--- src/rtl/id_ex_stage.sv ---
// ID/EX pipeline register with load-use hazard detection, bubble insertion
// and a saturating counter of cycles lost to hazards.
module id_ex_stage #(
  parameter int COUNT_W = 32
) (
  input  logic               clk,
  input  logic               rst_n,
  input  logic               valid_ID,
  input  logic [31:0]        pc_ID,
  input  logic [31:0]        imm_ID,
  input  logic [3:0]         rs1,
  input  logic [3:0]         rs2,
  input  logic [3:0]         rd_ID,
  input  logic               rs1_used,
  input  logic               rs2_used,
  input  logic               regfile_we_ID,
  input  logic [1:0]         rd_data_sel_ID,
  input  logic [3:0]         alu_op_ID,
  input  logic [31:0]        rs1_data_ID,
  input  logic [31:0]        rs2_data_ID,
  input  logic               rs1_data_forwarded,
  input  logic               rs2_data_forwarded,
  input  logic               regfile_we_EX,
  input  logic               regfile_we_MEMPREP,
  input  logic               regfile_we_MEMEX,
  input  logic               regfile_we_WB,
  input  logic [3:0]         rd_EX,
  input  logic [3:0]         rd_MEMPREP,
  input  logic [3:0]         rd_MEMEX,
  input  logic [3:0]         rd_WB,
  input  logic               stall_EX,
  input  logic               flush,
  output logic               stall_ID,
  output logic               valid_EX,
  output logic               regfile_we_EX_q,
  output logic [31:0]        pc_EX,
  output logic [31:0]        imm_EX_q,
  output logic [31:0]        rs1_data_EX,
  output logic [31:0]        rs2_data_EX,
  output logic [3:0]         rd_EX_q,
  output logic [1:0]         rd_data_sel_EX_q,
  output logic [3:0]         alu_op_EX,
  output logic [COUNT_W-1:0] hazard_stall_count
);

  logic               hazard_rs1, hazard_rs2, hazard;
  logic               rs1_pending, rs2_pending;
  logic               load_payload;
  logic               valid_d, valid_q;
  logic               we_d, we_q;
  logic [31:0]        pc_d, pc_q, imm_d, imm_q, rs1_data_d, rs1_data_q, rs2_data_d, rs2_data_q;
  logic [3:0]         rd_d, rd_q, alu_op_d, alu_op_q;
  logic [1:0]         sel_d, sel_q;
  logic [COUNT_W-1:0] count_d, count_q;

  // A source is pending when any in-flight writer targets it and the
  // forwarding unit could not supply the value.
  always_comb begin
    rs1_pending = (regfile_we_EX      && rd_EX      == rs1) ||
                  (regfile_we_MEMPREP && rd_MEMPREP == rs1) ||
                  (regfile_we_MEMEX   && rd_MEMEX   == rs1) ||
                  (regfile_we_WB      && rd_WB      == rs1);
    rs2_pending = (regfile_we_EX      && rd_EX      == rs2) ||
                  (regfile_we_MEMPREP && rd_MEMPREP == rs2) ||
                  (regfile_we_MEMEX   && rd_MEMEX   == rs2) ||
                  (regfile_we_WB      && rd_WB      == rs2);
    hazard_rs1  = valid_ID && rs1_used && (rs1 != 4'd0) && !rs1_data_forwarded && rs1_pending;
    hazard_rs2  = valid_ID && rs2_used && (rs2 != 4'd0) && !rs2_data_forwarded && rs2_pending;
    hazard      = hazard_rs1 || hazard_rs2;
    stall_ID    = valid_ID && !flush && (hazard || stall_EX);
  end

  always_comb begin
    valid_d      = valid_q;
    we_d         = we_q;
    load_payload = 1'b0;
    count_d      = count_q;
    if (flush || (!stall_EX && hazard)) begin
      valid_d = 1'b0;
      we_d    = 1'b0;
    end else if (!stall_EX) begin
      valid_d      = valid_ID;
      we_d         = regfile_we_ID && valid_ID;
      load_payload = 1'b1;
    end
    if (!flush && !stall_EX && hazard && (count_q != {COUNT_W{1'b1}}))
      count_d = count_q + 1'b1;

    pc_d       = load_payload ? pc_ID          : pc_q;
    imm_d      = load_payload ? imm_ID         : imm_q;
    rs1_data_d = load_payload ? rs1_data_ID    : rs1_data_q;
    rs2_data_d = load_payload ? rs2_data_ID    : rs2_data_q;
    rd_d       = load_payload ? rd_ID          : rd_q;
    sel_d      = load_payload ? rd_data_sel_ID : sel_q;
    alu_op_d   = load_payload ? alu_op_ID      : alu_op_q;
  end

  always_ff @(posedge clk or negedge rst_n) begin
    if (!rst_n) begin
      valid_q    <= 1'b0;
      we_q       <= 1'b0;
      pc_q       <= '0;
      imm_q      <= '0;
      rs1_data_q <= '0;
      rs2_data_q <= '0;
      rd_q       <= '0;
      sel_q      <= '0;
      alu_op_q   <= '0;
      count_q    <= '0;
    end else begin
      valid_q    <= valid_d;
      we_q       <= we_d;
      pc_q       <= pc_d;
      imm_q      <= imm_d;
      rs1_data_q <= rs1_data_d;
      rs2_data_q <= rs2_data_d;
      rd_q       <= rd_d;
      sel_q      <= sel_d;
      alu_op_q   <= alu_op_d;
      count_q    <= count_d;
    end
  end

  assign valid_EX           = valid_q;
  assign regfile_we_EX_q    = we_q;
  assign pc_EX              = pc_q;
  assign imm_EX_q           = imm_q;
  assign rs1_data_EX        = rs1_data_q;
  assign rs2_data_EX        = rs2_data_q;
  assign rd_EX_q            = rd_q;
  assign rd_data_sel_EX_q   = sel_q;
  assign alu_op_EX          = alu_op_q;
  assign hazard_stall_count = count_q;

endmodule

--- config.mk ---
export PLATFORM = sky130hd
export DESIGN_NAME = id_ex_stage
export DESIGN_NICKNAME = d
export VERILOG_FILES = /design/src/rtl/id_ex_stage.sv
export SDC_FILE = /design/constraint.sdc
export NUM_CORES = 1
export LEC_CHECK = 0
export BUFFER_PORTS_ARGS = -buffer_cell sky130_fd_sc_hd__buf_4
export CORE_MARGIN = 2
export CORE_UTILIZATION = 42
export DETAILED_ROUTE_END_ITERATION = 16
export HOLD_SLACK_MARGIN = 0.15
export PLACE_DENSITY = 0.82
export REMOVE_ABC_BUFFERS = 1
export SLEW_MARGIN = 10
export SYNTH_ARGS = -nofsm -noshare
export SYNTH_HDL_FRONTEND = slang
export SYNTH_SLANG_ARGS = --single-unit
--- constraint.sdc ---
create_clock -name clk -period 2.59 [get_ports clk]
set_input_delay 0.518 -clock clk [delete_from_list [all_inputs] [get_ports clk]]
set_output_delay 0.518 -clock clk [all_outputs]
set_load 0.05 [all_outputs]
==> results <==
- The clock network power share is 31.8%.
- The maximum frequency from static timing analysis is 423.7 MHz.
- Power comes to 8846 uW.
- The number of antenna violations at the first check in global routing is 0.
- The remaining global-route overflow is 0.
- After synthesis the netlist holds a flip-flop and latch count of 172.
- The count of final max-slew check failures is 0.
- For hold timing, the worst endpoint is regfile_we_EX_q$_DFFE_PN0P_.
- Routability-driven placement finished with a final weighted congestion of 0.8304.
- Summing the areas of all fa, ha and maj instances in the mapped netlist gives 0.1724% of the synthesized area.
- The die footprint is 18340 sq um.
- The remaining routing DRC violations is 0.
- Averaged over all synthesized cells, the footprint is 14.20 sq um.
- Once detail routing completed, the nets flagged for antenna violations numbered 0.
- STA puts the critical path data arrival time at 1840 ps.
- The final-report setup violation count is 0.
- The critical path in this run is classified as in2out.
- The startpoint identified for the worst register-to-register timing path is hazard_stall_count[0]$_DFFE_PN0P_.
- The number of buffer and inverter stages on the critical path is 2.
- The maximum clock skew at final layout is 6.801 ps.
- The cell at the root of the clock tree is clkbuf_16.
- The internal power of the cells totals 5786 uW.
- The startpoint kind of the worst setup timing path is an input pin.
- The number of nets in the layout is 1044.
- Using the TritonRoute via totals, the vias-per-cell ratio works out to 4.851.
- The number of buffers between clock root and the deepest sink is 2.
- By area the synthesized netlist is led by dfrtp_1 (59%), mux2_2 (21%), xnor2_1 (4.6%), xor2_1 (3.0%), buf_6 (1.6%).
- The number of instances in the synthesized netlist is 511.
- The number of cells on the worst hold path is 2.
- After Yosys synthesis, and, or, nand and nor cells account for 7.484% of the synthesized area.
- The analysis attributes to cell leakage a power of 0.005128 uW.
- The TritonCTS clock tree is yes.
- VDD sags by at most 0.4541 mV.
- The max-slew headroom at the worst pin is 67.04%.
- The via count is 5356.
- The setup fix buffers added after clock tree synthesis is 0.
- In this run the register-to-register setup slack is 260 ps.
- The summed instance area of the synthesized netlist is 7256 sq um.
- The power dissipated by switching net loads is 3060 uW.
- For this run, the total global-route usage over all layers was measured as 19.52%.
- The x dimension of the die is 135.4 um.
- The final core utilization is 63.07%.
- The final hold violation count is 0.
- After Yosys synthesis, XOR and XNOR cells account for 7.605% of the synthesized area.
- Dividing total power by cell area gives a power density of 819.5 nW/um^2.
- The path class of the tightest hold or removal check is in2reg.
- The overall routed net length is 18.21 mm.
- For the worst setup path, the data required time is 2070 ps.
- The global-route wire length before repair is 27.86 mm.
- In this run the worst path has a maximum fanout of 5.
- Max-cap violations in this run came to 0.
- The combinational family with the most area after synthesis is multiplexers.
- After clock tree synthesis, the clock-pin slew on the worst setup and hold paths is 60 ps.
- The share of total power consumed by net switching is 34.59%.
- The placeable core area is 17120 sq um.
- For this run, the slowest stage of the critical path takes 240 ps.
- Detailed placement ended at an HPWL of 14.14 mm.
- The share of total power in sequential cells is 36.8%.
- The share of the Yosys chip area taken by registers is 59.32%.
- The starting DRC count in detailed routing is 124.
- The biggest area contributor in the post-synthesis netlist is dfrtp_1.
- The signal on the critical path passes through buf_4 > xor2_1 > nor3_1 > a31oi_1 > nand2_1 > a22oi_2 > nand2b_1 > nor2b_1 > buf_4.
- The startpoint of the worst hold path is flush.
- The number of global-route vias before repair came to 5470.
- The pin count of the biggest net entering global routing is 53.
- The fraction of synthesized area in multiplexers is 21.57%.
- The number of synthesis warnings is 0.
- The proportion of layout cells with a drive suffix above 1 is 61.89%.
- The H-tree was split into 4 levels.
- The count of input and output buffers is 348.
- The total CTS buffers is 17.
- The routed length per instance is 16.49 um.
- The worst setup path is captured at a primary output.
- Setup repair after global routing left no endpoint under its margin.
- The number of top-level design ports is 349.
- For the worst flop-to-flop path, the logic depth is 8.
- The signed area change from the synthesized netlist to the final layout is 48.78%.
- The flow ran to the end, and the final reports show no timing, DRC or antenna violations.
- The number of antenna diodes in the final layout is 0.
- For the worst-skew pair, the clock arrives at the later sink with an insertion delay of 410 ps.
- The height of the chip is 135.4 um.
- The netlist uses 33 different library cells.
- The share of the synthesized area in compound gates (AO/OA/AOI/OAI) is 0.8967%.
- Before antenna repair, the detailed router went through 4 iterations.
- The clock net in this run drives a total of 172 sinks.
- The largest delay contributor family on the critical path is compound AO/OA/AOI/OAI gates.
- The most frequent cell on the critical path is buf_4.
- The share of the synthesized area in the top cell type is 59.32%.
- The ratio of final minimum period to clock period is 91.13%.
- The measured slew at the worst slew-check pin is 494.4 ps.
- The time the worst path needs with I/O delays and setup is 2360 ps.
- Combinational logic is responsible for 31.4% of the overall power.
- The critical path's slowest cell is a31oi_1.
- The row count is 48.
- The initial cell density of the core is 42.39%.
- The worst register-to-register path ends at hazard_stall_count[1]$_DFFE_PN0P_.
per-stage QoR:
| step | instances | setup TNS (ps) | cell area [sq um] | setup slack (ps) | hold WS, ps |
|---|---|---|---|---|---|
| 2_1_floorplan | 485 | -327250 | 7053 | -2371 | 222.4 |
| 3_3_place_gp | 1072 | 0 | 10130 | 137.4 | 480.0 |
| 3_5_place_dp | 1072 | 0 | 10130 | 87.65 | 488.2 |
| 4_1_cts | 1104 | 0 | 10800 | 226.6 | 240.6 |
| 5_1_grt | 1104 | 0 | 10800 | 61.99 | 253.2 |
| 6_report | 1104 | 0 | 10800 | 229.7 | 270.3 |
state kept, by name, summed over array words and instances, names as in the netlist:
signal / flops
alu_op_EX: 4
rd_EX_q: 4
rd_data_sel_EX_q: 2
valid_EX: 1
regfile_we_EX_q: 1
imm_EX_q: 32
rs1_data_EX: 32
hazard_stall_count: 32
pc_EX: 32
rs2_data_EX: 32
cell usage in the layout, fill, tap and decap left out, types with 8 or more instances in the layout:
master	Yosys	routed
buf_4	4	355
dfrtp_1	172	172
mux2_2	138	138
xnor2_1	38	38
xor2_1	25	25
nand2_1	22	22
clkbuf_16	0	17
nand3_1	15	15
nand4_1	13	13
nor3_1	8	8
and3_1	8	8
area by class of cell:
| cell class | instances | area, sq um |
|---|---|---|
| Sequential cell | 172 | 4304 |
| Multi-Input combinational cell | 310 | 2740 |
| Clock inverter | 13 | 212.7 |
| Inverter | 3 | 11.26 |
| Fill cell | 1336 | 6321 |
| Timing Repair Buffer | 363 | 2806 |
| Clock buffer | 18 | 439.2 |
| Tap cell | 225 | 281.5 |
layer usage:
| layer | track usage, % | routed length, um |
|---|---|---|
| met5 | 0 | 0 |
| met4 | 7.523 | 393 |
| met3 | 5.425 | 1290 |
| met2 | 34.49 | 9505 |
| met1 | 22.56 | 7018 |
power by group through the flow:
| stage | logic, uW | clock network [uW] | registers [uW] |
|---|---|---|---|
| 3_3_place_gp | 2770 | 0 | 3290 |
| 2_1_floorplan | 470 | 0 | 4580 |
| 4_1_cts | 2810 | 2870 | 3260 |
| 5_1_grt | 2900 | 2990 | 3300 |
| 3_5_place_dp | 2800 | 0 | 3310 |
| 6_report | 2780 | 2810 | 3260 |
Yosys cell counts:
cell type    n
mux2_2     138
xnor2_1     38
nand4b_1     1
nor2_1       6
nand3_1     15
ha_1         1
dfrtp_1    172
a31oi_1      4
and2b_2      1
mux2_1       1
and3_1       8
and3_2       4
nand2_1     22
nor4_1       6
inv_1        3
and2_1       2
o21ai_0      1
buf_6       10
xor2_1      25
nor3_1       8
nand3b_1     2
o21a_1       1
and2_4       1
buf_4        4
nand2b_1     2
a22oi_2      1
nor2b_1      1
a21oi_1      3
buf_2       12
or2_2        3
nand4_1     13
or3_4        1
nor4_4       1
repair_timing:
item / CTS / global route
resized for setup: 0 / 0
endpoints found under the hold margin: 47 / 0
hold buffers: 1 / 0
how the worst max path moves through the flow:
stage | startpoint | endpoint | slack (ps) | depth (start not counted)
after global routing | rs2[3] | stall_ID | 60 | 9
final | rs2[3] | stall_ID | 230 | 9
after global placement | rs1[0] | pc_EX[13]$_DFFE_PN0P_ | 140 | 9
after detailed placement | rs2[3] | rs1_data_EX[29]$_DFFE_PN0P_ | 90 | 9
after CTS | rs2[3] | stall_ID | 230 | 9
after floorplan | rs2[1] | alu_op_EX[0]$_DFFE_PN0P_ | -2370 | 7
worst register-to-register path, cell delays in order, from the launching register on:
cell     delay [ps]
dfrtp_1         420
ha_1            210
nand3_1         120
or3_4           430
nor3_1          270
nand2_1         150
o21a_1          160
buf_12          160
mux2_1          300
cells by family (layout without fill, tap and decap cells):
kind of cell	Yosys count	count (layout)
flip-flops	172	172
multiplexers	139	139
AND/OR/NAND/NOR	97	97
XOR/XNOR	63	63
buffers and inverters	29	397
AO/OA/AOI/OAI	10	10
adder cells (fa/ha/maj)	1	1
Power figures use the tool's default switching activity.
